**src/rtl/global_avgpool_8x8_64ch_requant.sv**
```systemverilog
// Global average pool over each HxW pooled map: triggers the upstream max-pool, streams its
// whole volume, and keeps one rounded, clamped average per channel in a register file.
module global_avgpool_8x8_64ch_requant #(
    parameter int CHANNELS = 64,
    parameter int H        = 8,
    parameter int W        = 8,
    parameter int DATA_W   = 4,
    parameter int SHIFT    = 6
) (
    input  logic              clk,
    input  logic              resetn,
    input  logic              start,
    input  logic [4:0]        input_image_index,
    input  logic [31:0]       read_addr,
    output logic [DATA_W-1:0] read_data,
    output logic              busy,
    output logic              done,
    output logic              upstream_start,
    output logic [4:0]        upstream_image_index,
    input  logic              upstream_done,
    output logic [31:0]       upstream_read_addr,
    input  logic [DATA_W-1:0] upstream_read_data
);

    localparam int PIX   = H * W;
    localparam int TOTAL = CHANNELS * PIX;
    localparam int CH_W  = $clog2(CHANNELS);
    localparam int ACC_W = DATA_W + SHIFT;
    localparam int RND_W = ACC_W + 1;
    localparam logic [31:0]       LAST_ADDR = 32'(TOTAL - 1);
    localparam logic [SHIFT-1:0]  LAST_PIX  = SHIFT'(PIX - 1);
    localparam logic [SHIFT-1:0]  PIX_ONE   = SHIFT'(32'd1);
    localparam logic [CH_W-1:0]   CH_ONE    = CH_W'(32'd1);
    localparam logic [DATA_W-1:0] MAX_VAL   = {DATA_W{1'b1}};

    typedef enum logic [2:0] {
        S_IDLE     = 3'd0,
        S_UP_START = 3'd1,
        S_UP_WAIT  = 3'd2,
        S_ACCUM    = 3'd3,
        S_DRAIN    = 3'd4,
        S_DONE     = 3'd5
    } state_t;

    state_t              state_r, state_next;
    logic [31:0]         addr_r, addr_next;
    logic                clear_cnt_s;
    logic                valid_r;
    logic                busy_r, done_r, ustart_r;
    logic [ACC_W-1:0]    acc_r, acc_sum_s;
    logic [SHIFT-1:0]    pix_r;
    logic [CH_W-1:0]     ch_r;
    logic [DATA_W-1:0]   result_r [CHANNELS];

    // Round half up by adding half an LSB before the shift, then saturate to the element range.
    function automatic logic [DATA_W-1:0] round_clamp(input logic [ACC_W-1:0] sum);
        logic [RND_W-1:0] scaled;
        scaled = (RND_W'(sum) + RND_W'(32'd1 << (SHIFT - 1))) >> SHIFT;
        if (scaled > RND_W'(MAX_VAL)) begin
            return MAX_VAL;
        end else begin
            return scaled[DATA_W-1:0];
        end
    endfunction

    assign busy                 = busy_r;
    assign done                 = done_r;
    assign upstream_start       = ustart_r;
    assign upstream_read_addr   = addr_r;
    assign upstream_image_index = input_image_index;

    // Next-state and address-issue logic.
    always_comb begin
        state_next  = state_r;
        addr_next   = addr_r;
        clear_cnt_s = 1'b0;
        case (state_r)
            S_IDLE: begin
                if (start) state_next = S_UP_START;
                else       state_next = S_IDLE;
            end
            S_UP_START: state_next = S_UP_WAIT;
            S_UP_WAIT: begin
                if (upstream_done) begin
                    state_next  = S_ACCUM;
                    addr_next   = 32'd0;
                    clear_cnt_s = 1'b1;
                end else begin
                    state_next = S_UP_WAIT;
                end
            end
            S_ACCUM: begin
                if (addr_r == LAST_ADDR) state_next = S_DRAIN;
                else                     addr_next  = addr_r + 32'd1;
            end
            // Stay until the last in-flight datum has been folded in.
            S_DRAIN: begin
                if (valid_r) state_next = S_DRAIN;
                else         state_next = S_DONE;
            end
            S_DONE:  state_next = S_IDLE;
            default: state_next = S_IDLE;
        endcase
    end

    // State and registered control outputs.
    always_ff @(posedge clk or negedge resetn) begin
        if (!resetn) begin
            state_r  <= S_IDLE;
            addr_r   <= 32'd0;
            valid_r  <= 1'b0;
            busy_r   <= 1'b0;
            done_r   <= 1'b0;
            ustart_r <= 1'b0;
        end else begin
            state_r  <= state_next;
            addr_r   <= addr_next;
            valid_r  <= (state_r == S_ACCUM);
            busy_r   <= (state_next != S_IDLE) && (state_next != S_DONE);
            done_r   <= (state_next == S_DONE);
            ustart_r <= (state_next == S_UP_START);
        end
    end

    // First pixel of a channel loads the accumulator instead of adding to it.
    always_comb begin
        if (pix_r == '0) acc_sum_s = ACC_W'(upstream_read_data);
        else             acc_sum_s = acc_r + ACC_W'(upstream_read_data);
    end

    // Accumulate returning data and commit one averaged result per channel.
    always_ff @(posedge clk or negedge resetn) begin
        if (!resetn) begin
            acc_r <= '0;
            pix_r <= '0;
            ch_r  <= '0;
            for (int i = 0; i < CHANNELS; i++) result_r[i] <= '0;
        end else if (clear_cnt_s) begin
            acc_r <= '0;
            pix_r <= '0;
            ch_r  <= '0;
        end else if (valid_r) begin
            acc_r <= acc_sum_s;
            pix_r <= pix_r + PIX_ONE;
            if (pix_r == LAST_PIX) begin
                result_r[ch_r] <= round_clamp(acc_sum_s);
                ch_r           <= ch_r + CH_ONE;
            end
        end
    end

    // Result read port, zero outside the vector.
    always_comb begin
        read_data = '0;
        if (read_addr < 32'(CHANNELS)) read_data = result_r[read_addr[CH_W-1:0]];
        else                           read_data = '0;
    end

endmodule

```
**config.mk**
```make
export PLATFORM = sky130hd
export DESIGN_NAME = global_avgpool_8x8_64ch_requant
export DESIGN_NICKNAME = d
export VERILOG_FILES = /design/src/rtl/global_avgpool_8x8_64ch_requant.sv
export SDC_FILE = /design/constraint.sdc
export NUM_CORES = 1
export LEC_CHECK = 0
export ABC_AREA = 0
export CAP_MARGIN = 20
export CORE_MARGIN = 5
export CORE_UTILIZATION = 58
export DETAILED_ROUTE_END_ITERATION = 8
export DONT_BUFFER_PORTS = 1
export HOLD_SLACK_MARGIN = 0.03
export PLACE_DENSITY = 0.76
export SYNTH_ARGS = -nofsm -noshare
export SYNTH_HDL_FRONTEND = slang
export SYNTH_SLANG_ARGS = --single-unit
```
**constraint.sdc**
```tcl
create_clock -name clk -period 3.6 [get_ports clk]
set_input_delay 0.9 -clock clk [delete_from_list [all_inputs] [get_ports clk]]
set_output_delay 0.9 -clock clk [all_outputs]
set_load 0.005 [all_outputs]
```
Word-level counts from Yosys, hierarchy flattened
Cells that the tools add are included.
{ "word_totals": {"inputBits": 45, "word_cells": 137, "out_inout_bits": 44, "regBits": 317} }
{ "op_classes": {"mux": 29, "reduce_logical": 11, "magnitude_cmp": 5, "n_eq_ne": 11, "n_addsub": 5, "n_bitwise": 3} }
{ "op_table": {"columns": ["operator", "n"], "rows": [
  ["256-bit bitwise mux", 1],
  ["32-bit two-way mux", 2],
  ["32-bit one-hot mux with 2 select lines", 1],
  ["32-bit by 1-bit adder with 32-bit output (second input constant)", 1],
  ["32-bit by 12-bit == test with 1-bit output (second input constant)", 1],
  ["32-bit by 7-bit less-than comparator with 1-bit output (second input constant)", 1],
  ["4-bit two-way mux", 8],
  ["10-bit two-way mux", 3],
  ["6-bit two-way mux", 5],
  ["4-bit binary-select mux with 6-bit select", 1],
  ["4-bit demux with 6-bit select", 1],
  ["3-bit one-hot mux with 5 select lines", 1],
  ["7-bit greater-or-equal comparator (second input constant)", 2],
  ["6-bit inverter with 7-bit output", 2],
  ["6-bit by 1-bit adder with 6-bit output (second input constant)", 2],
  ["10-bit by 6-bit adder with 11-bit output (second input constant)", 1],
  ["10-bit by 4-bit adder with 10-bit output", 1],
  ["7-bit by 1-bit less-than comparator with 1-bit output (second input constant)", 1],
  ["3-bit by 1-bit == test with 1-bit output (second input constant)", 2],
  ["3-bit by 2-bit == test with 1-bit output (second input constant)", 2],
  ["3-bit == test (second input constant)", 2],
  ["6-bit == test (second input constant)", 1],
  ["6-bit logical NOT", 1],
  ["3-bit AND reduction", 2],
  ["other kinds (11)", 19]
]} }

Longest topological paths before layout
Gate-level depths: netlist (run 1).
{ "depth": {"depth_word": 9, "mapped_depth": 13, "mapped_depth_nobuf": 11} }

Worst setup path after synthesis (run 1)
OpenSTA, ideal clock, no wires.
{ "synth_path": {"path_kind": "input to output", "startpoint": "input port read_addr[0]", "endpoint": "output port read_data[0]", "path_buffers": 2, "t_required_ps": 2700, "arrival_ps": 2800, "slack_ps": -100, "cell_stages": 6, "path_cell_list": "buf_2 -> buf_2 -> mux4_2 -> mux4_2 -> nor3b_1 -> a221o_1"} }
{ "synth_via": {"elab_chain_len": 5, "word_cells_on_any_way": 6, "cone_classes": "order compare (1); mux (4); bitwise (1)"} }
{ "synth_rtl": {"columns": ["element", "line", "text"], "rows": [
  ["from (decl)", "14", "input logic [31:0] read_addr,"],
  ["6-bit inverter with 7-bit output (not written as such)", "155", "if (read_addr < 32'(CHANNELS)) read_data = result_r[read_addr[CH_W-1:0]];"],
  ["4-bit binary-select mux with 6-bit select", "155", null],
  ["4-bit two-way mux (not written as such) (2 in series)", "155", null],
  ["4-bit two-way mux (*)", "155", null],
  ["to (decl)", "15", "output logic [DATA_W-1:0] read_data,"]
]} }
Every way passes the cells marked *; elsewhere a longest branch is shown, timed or not. The select of a mux whose other input is x is not followed.

Final worst setup path (run 1)
{ "layout_path": {"startpoint": "input port read_addr[29]", "endpoint": "output port read_data[0]"} }
{ "layout_via": {"elab_chain_len": 2} }
{ "layout_rtl": {"columns": ["element", "line"], "rows": [
  ["32-bit by 7-bit less-than comparator with 1-bit output", "155"],
  ["4-bit two-way mux", "155"]
]} }
No other way between the ends.

==> results of run 1 <==
## layout by cell type, fill, tap and decap left out, types with 5 or more instances in the layout
master     Yosys  final
buf_4          5     34
o22ai_1       33     32
and3_1         9      9
bufinv_16      0      5
mux2i_1       27     26
a31oi_1       54     54
nor3_1        62     62
inv_1         19     19
nor3b_1        8      8
or3_1          9      9
clkbuf_8       0      8
ha_1           9      8
xor2_1         6      6
nor4b_1        7      7
o21ai_1        6      6
nand4_1       13     13
nand3_1       44     44
a21oi_1       51     51
dfrtp_1      317    317
buf_12         0      5
xnor2_1       29     29
clkinv_2       0      7
o21ai_0      186    186
nor4_1        44     44
o31ai_1       16     16
nand2_1      263    263
nor2_1       111    111
mux4_2        73     73
nand2b_1      19     19
clkbuf_16      0     37
## per-stage QoR
stage	std cells	util [%]	total power [W]	hold WS [ps]	instance area, um^2
5_1_grt	1922	65.0	0.00959	84.2	17600
3_3_place_gp	1860	60.3	0.00538	455	16300
3_5_place_dp	1860	60.3	0.00544	467	16300
2_1_floorplan	1599	-	0.00511	445	16000
6_report	1922	65.0	0.00924	102	17600
4_1_cts	1922	64.9	0.00926	87.3	17500
## repair_timing
item / CTS / global route
buffers inserted: 0 / 0
gates resized for setup: 0 / 1
setup endpoints to repair: 0 / 1
## path summary, 6_finish.rpt
kind | to | slack, ps | cells after the start
max in group asynchronous | ch_r[0]$_DFFE_PN0P_ | 2630 | 0
min in group clk | result_r[203]$_DFFE_PN0P_ | 480 | 2
max reg2reg | result_r[49]$_DFFE_PN0P_ | 480 | 9
min | result_r[254]$_DFFE_PN0P_ | 100 | 0
max | read_data[0] | 130 | 6
min reg2reg | result_r[203]$_DFFE_PN0P_ | 480 | 2
## power groups by stage
stage | Combinational, W | Sequential [W] | Clock, W
3_5_place_dp | 0.00146 | 0.00398 | 0
2_1_floorplan | 0.00121 | 0.00390 | 0
5_1_grt | 0.00161 | 0.00394 | 0.00404
3_3_place_gp | 0.00142 | 0.00397 | 0
6_report | 0.00148 | 0.00392 | 0.00384
4_1_cts | 0.00146 | 0.00392 | 0.00388
## cell type report
cell class,count,share of cell area [%]
Tap cell,341,2.43
Clock inverter,13,1.10
Timing Repair Buffer,39,2.02
Inverter,20,0.428
Clock buffer,49,5.99
Multi-Input combinational cell,1143,42.8
Sequential cell,317,45.2
## flip-flops by register name, summed over array words and instances, names as in the netlist
register	cells
state_r	3
done	1
ch_r	6
upstream_read_addr	32
busy	1
valid_r	1
acc_r	10
pix_r	6
upstream_start	1
result_r	256
## metal layers
layer	part of all wire, %	vias up	track usage (%)
met5	0	-	0
met4	3.6	0	10.2
met3	8.4	105	5.85
met2	48	578	41.8
met1	40	6138	35.8
li1	-	5718	-
## cells by family after synthesis
| group | synth area share (%) |
|---|---|
| XOR/XNOR | 1.92 |
| adder cells (fa/ha/maj) | 0.829 |
| AND/OR/NAND/NOR | 18.2 |
| multiplexers | 12.2 |
| AO/OA/AOI/OAI | 13.4 |
| flip-flops | 49.6 |
| buffers and inverters | 3.85 |
==> summary.txt, run 1 <==
Floorplan
  – Core Area: about 27,000 um^2
  – IO Pins: 89
  – Rows: 60
  – Initial core utilization: 59.2%
  – Die ar.: approximately 31,000 um^2
  – Die W: 176 um
  – Die H: 176 um

STA
  – Tightest Pin Transition: 1140 ps
  – Fin. Hold Viols: 0
  – Clock Skew: around 12 ps
  – Setup total negative slack: 0 ps
  – # setup viols final: 0
  – Achievable clock frequency: a little under 300 MHz
  – Crit share post-route: 96.3%
  – Setup slack after layout: 135 ps
  – Max-slew violation count: 0
  – RSZ-0062 raised after global routing: false
  – Slew HR: 24.1%
  – Final Critical Period: 3470 ps

Clock tree
  – CTS max path bufs: 3
  – Root Buffer: clkbuf_16
  – Clk slew on worst S/H paths: 60 ps
  – Clock Sinks: approximately 320
  – CTS H-tree lvls: 2
  – Clk Latency, worst-skew pair: around 520 ps
  – CTS Buf Count: 35
  – CTS tree: yes
  – Hold buffers post-CTS: 0

Route
  – DRT Wirelength: between 40 and 50 mm
  – # DRC: 0
  – Post-DR wirelength/cell: 21.0 um
  – DR vias: between 10,000 and 15,000
  – TritonRoute pass-1 iters: 6
  – 1st-iter DRT viols: 1,380
  – Vias per cell: 6.52
  – Antenna viol nets, final: 0

Pwr
  – Switching share of power: about 29%
  – Comb power frac: 16.0%
  – Net Switching: 0.00264 W
  – Clock share of power: 41.5%
  – VDD IR max: 0.392 mV
  – Power per standard cell area: roughly 530 nW/um^2
  – Reg power frac: 42.4%
  – P_leak: 7.40 nW
  – Internal power: between 0.006 and 0.007 W

Critical path
  – CP Capture Type: output pin
  – CP max stage delay: 450 ps
  – Critical path's slowest cell: or3_1
  – CP delay by family, top: simple AND/OR/NAND/NOR gates
  – Worst path buffer plus inverter count: 0
  – WP data arrival: 2570 ps
  – Critical Path RT: approximately 2700 ps
  – Worst setup path startpoint: read_addr[29]
  – Crit start category: primary input
  – Setup CP Type: primary input to output pin
  – Crit Path Max Fanout: 4
  – CP cell instances: nor4_1, nand4_1, or3_1, a311oi_1, o21bai_1, a221o_1
  – RR Startpoint: pix_r[0]$_DFFE_PN0P_

Status
  – Status: complete, no violations

Cells and area
  – Antenna diodes: 0
  – Multi-input logic area: 7520 um^2
  – Sequential Area: between 7000 and 8000 um^2
  – Share of layout cells above drive strength 1: 12.5%
  – Nets: 1,611
  – Fillers: 2,062
  – Area delta synth->final: 9.69%

Global routing
  – Initial antenna violation count: 0
  – Gr usage total: 26.3%
  – Vias in the first global route: 12,612
  – Largest net degree at the start of global routing: between 300 and 400
  – Gr ovfl total: 0
  – First-pass GRT wire length: 66.3 mm

Yosys
  – Register area share after synthesis: 49.6%
  – Count leader, synth: dfrtp_1
  – FF+latch count, synth: 317
  – Distinct cells, synth: 62
  – Synthesized cell area: 16,000 um^2
  – Mapped Cells: 1,599
  – EDFF count, synth: 0
  – Largest area contributor in the netlist: dfrtp_1
  – Asr flop ratio synth: 100%
  – Area contributors post-synth: dfrtp_1, mux4_2, nand2_1, o21ai_0, nor2_1
  – Syn_area_per_cell: 10.0 um^2
  – Main synth FF type: dfrtp_1
  – Yosys top cell area share: between 40% and 50%
  – Syn Nets: between 1,500 and 2,000
  – Top post-synthesis cells by count: dfrtp_1, nand2_1, o21ai_0
  – Yosys warns: 0

Placed design
  – Detailed Place HPWL: ~25 mm
  – Port Buffers: 0
  – Final GP Congestion: around 0.83
  – Pre-CTS setup slack: ~60 ps

Worst hold path
  – Hold Path Class: primary input to async pin

Job
  – Maxcap violations: 0
(Power assumes the default switching activity.)
==> inputs of run 2 (changes only) <==
--- a/config.mk
+++ b/config.mk
@@ -7,7 +7,7 @@
 export LEC_CHECK = 0
 export ABC_AREA = 0
 export CAP_MARGIN = 20
-export CORE_MARGIN = 5
+export CORE_MARGIN = 4
 export CORE_UTILIZATION = 58
 export DETAILED_ROUTE_END_ITERATION = 8
 export DONT_BUFFER_PORTS = 1
==> run 2 against run 1 <==
Effect of this change: non-clock buffer count did not move; via count rose by 0.18%; cell area fell by 0.61%; power fell by 3.7%; setup slack improved by 65 ps; maximum frequency rose by 1.9%; die area fell by 2.3%; clock skew rose by 16 ps.
==> summary.txt, run 2 (synthesized netlist as in run 1, its figures left out) <==
STA
  – Clock Skew: 27.9 ps
  – Fin. Hold Viols: 0
  – Max-slew violation count: 0
  – # setup viols final: 0
  – Final Critical Period: about 3400 ps
  – Achievable clock frequency: 294 MHz
  – Setup slack after layout: between 150 and 200 ps
  – Crit share post-route: 94.4%
  – Tightest Pin Transition: about 1100 ps
  – Setup total negative slack: 0 ps
  – RSZ-0062 raised after global routing: false
  – Slew HR: 25.7%

Cells and area
  – Area delta synth->final: 9.03%
  – Largest register by flop count: result_r
  – Nets: ~1,600
  – Max reg flops: around 260
  – Post-route insts no fill: approximately 1,900
  – Multi-input logic area: 7520 um^2
  – Share of layout cells above drive strength 1: around 12%
  – Antenna diodes: 0
  – Most frequent cells in the layout: dfrtp_1, nand2_1, o21ai_0
  – Commonest non-fill, non-tap cell in the layout: dfrtp_1
  – Fillers: about 2,100
  – Sequential Area: around 7900 um^2
  – Fin util: 64.6%

Job
  – Maxcap violations: 0

Pwr
  – Switching share of power: roughly 29%
  – P_leak: between 7 and 8 nW
  – Clock share of power: 39.4%
  – Internal power: 0.00628 W
  – Power per standard cell area: 510 nW/um^2
  – Reg power frac: 44.0%
  – VDD IR max: 0.486 mV
  – Comb power frac: 16.6%
  – Net Switching: 0.00262 W
  – Total Power: 0.00890 W

Critical path
  – Crit Path Max Fanout: 4
  – Critical path's slowest cell: or3_1
  – RR Startpoint: pix_r[0]$_DFFE_PN0P_
  – Worst path buffer plus inverter count: 0
  – CP delay by family, top: simple AND/OR/NAND/NOR gates
  – CP cell instances: nor4_1, nand4_1, or3_1, a311oi_1, o21bai_1, a221o_1
  – CP max stage delay: roughly 460 ps
  – CP Capture Type: output pin
  – Worst setup path startpoint: read_addr[30]
  – WP data arrival: roughly 2500 ps
  – Crit start category: primary input
  – Critical Path RT: between 2000 and 3000 ps
  – Setup CP Type: primary input to output pin

Clock tree
  – Hold buffers post-CTS: 0
  – CTS max path bufs: 3
  – CTS Buf Count: 35
  – Root Buffer: clkbuf_16
  – Postcts setup bufs: 0
  – Clk Latency, worst-skew pair: 530 ps
  – Clk slew on worst S/H paths: roughly 60 ps
  – PostCTS Resize Cnt: 0
  – CTS tree: yes
  – CTS H-tree lvls: 2
  – Clock Sinks: between 300 and 400

Route
  – DR vias: ~13,000
  – # DRC: 0
  – Antenna viol nets, final: 0
  – DRT Wirelength: ~40 mm
  – Post-DR wirelength/cell: 21.0 um
  – TritonRoute pass-1 iters: 6
  – 1st-iter DRT viols: 1,232
  – Vias per cell: 6.54

Placed design
  – Final GP Congestion: about 0.84
  – Port Buffers: 0
  – Pre-CTS setup slack: 120 ps
  – Detailed Place HPWL: 25.0 mm
  – Placed Instances: 1,860

Global routing
  – First-pass GRT wire length: 66.8 mm
  – Met3 global-route usage: 6.20%
  – M1 GR Usage: a little over a third
  – Largest net degree at the start of global routing: ~320
  – Vias in the first global route: between 10,000 and 15,000
  – Gr ovfl total: 0
  – Gr usage total: between 20% and 30%
  – Initial antenna violation count: 0
  – Met2 usage: 43.7%
  – Layer with the highest usage: met2

Floorplan
  – Initial core utilization: 59.2%
  – Die ar.: 30,300 um^2
  – Die H: 174 um
  – Die W: 174 um
  – IO Pins: 89
  – Core Area: approximately 27,000 um^2
  – Rows: 60

Worst hold path
  – Hold Path Class: primary input to async pin

Status
  – Status: complete, no violations
==> run 2: cell types whose count changed in the layout (fill, tap and decap cells not counted), moves of 2 or more <==
cell        previous run  this run
clkinvlp_4             1         3
bufinv_16              5         1
clkbuf_1               4         6
clkinv_2               7         4
==> run 2: area by class of cell <==
class,count,area share (%)
clock buffers,50,5.92
clock inverters,10,0.559
inverters,20,0.430
multi-input cells,1143,43.1
flip-flops and latches,317,45.5
well taps,341,2.45
repair buffers,39,2.11
==> run 2: power groups by stage <==
stage                     clock network (W)  registers, W  logic [W]
after floorplan                           0       0.00390    0.00121
after global placement                    0       0.00396    0.00141
after detailed placement                  0       0.00397    0.00146
after CTS                           0.00356       0.00391    0.00146
after global routing                0.00373       0.00394    0.00162
final                               0.00350       0.00391    0.00148
==> run 2: layer usage <==
layer / vias up / routed length (um)
met5: - / 0
met2: 516 / 19900
li1: 5723 / -
met4: 0 / 1090
met3: 101 / 3420
met1: 6221 / 16000
==> run 2: worst paths after layout <==
| kind | end | slack, ps | cells after the start |
|---|---|---|---|
| hold / removal | result_r[245]$_DFFE_PN0P_ | 100 | 0 |
| hold reg to reg | result_r[148]$_DFFE_PN0P_ | 470 | 2 |
| min in group clk | result_r[148]$_DFFE_PN0P_ | 470 | 2 |
| setup reg to reg | result_r[41]$_DFFE_PN0P_ | 550 | 8 |
| setup / recovery | read_data[3] | 200 | 6 |
| max in group asynchronous | upstream_read_addr[30]$_DFFE_PN0P_ | 2900 | 0 |
==> run 2: worst reg2reg max path: stages, from the launching register on <==
cell and delay (ps):
dfrtp_1 420, inv_1 70, ha_1 140, or4b_1 590
o21bai_1 180, mux2i_1 160, nor4bb_4 200, nor2_4 850
a31oi_1 220
==> run 2: per-stage QoR <==
step | hold WS [ps] | cell area [um^2]
2_1_floorplan | 445 | 16000
3_3_place_gp | 455 | 16300
3_5_place_dp | 465 | 16300
4_1_cts | 71.4 | 17400
5_1_grt | 76.3 | 17400
6_report | 100 | 17400
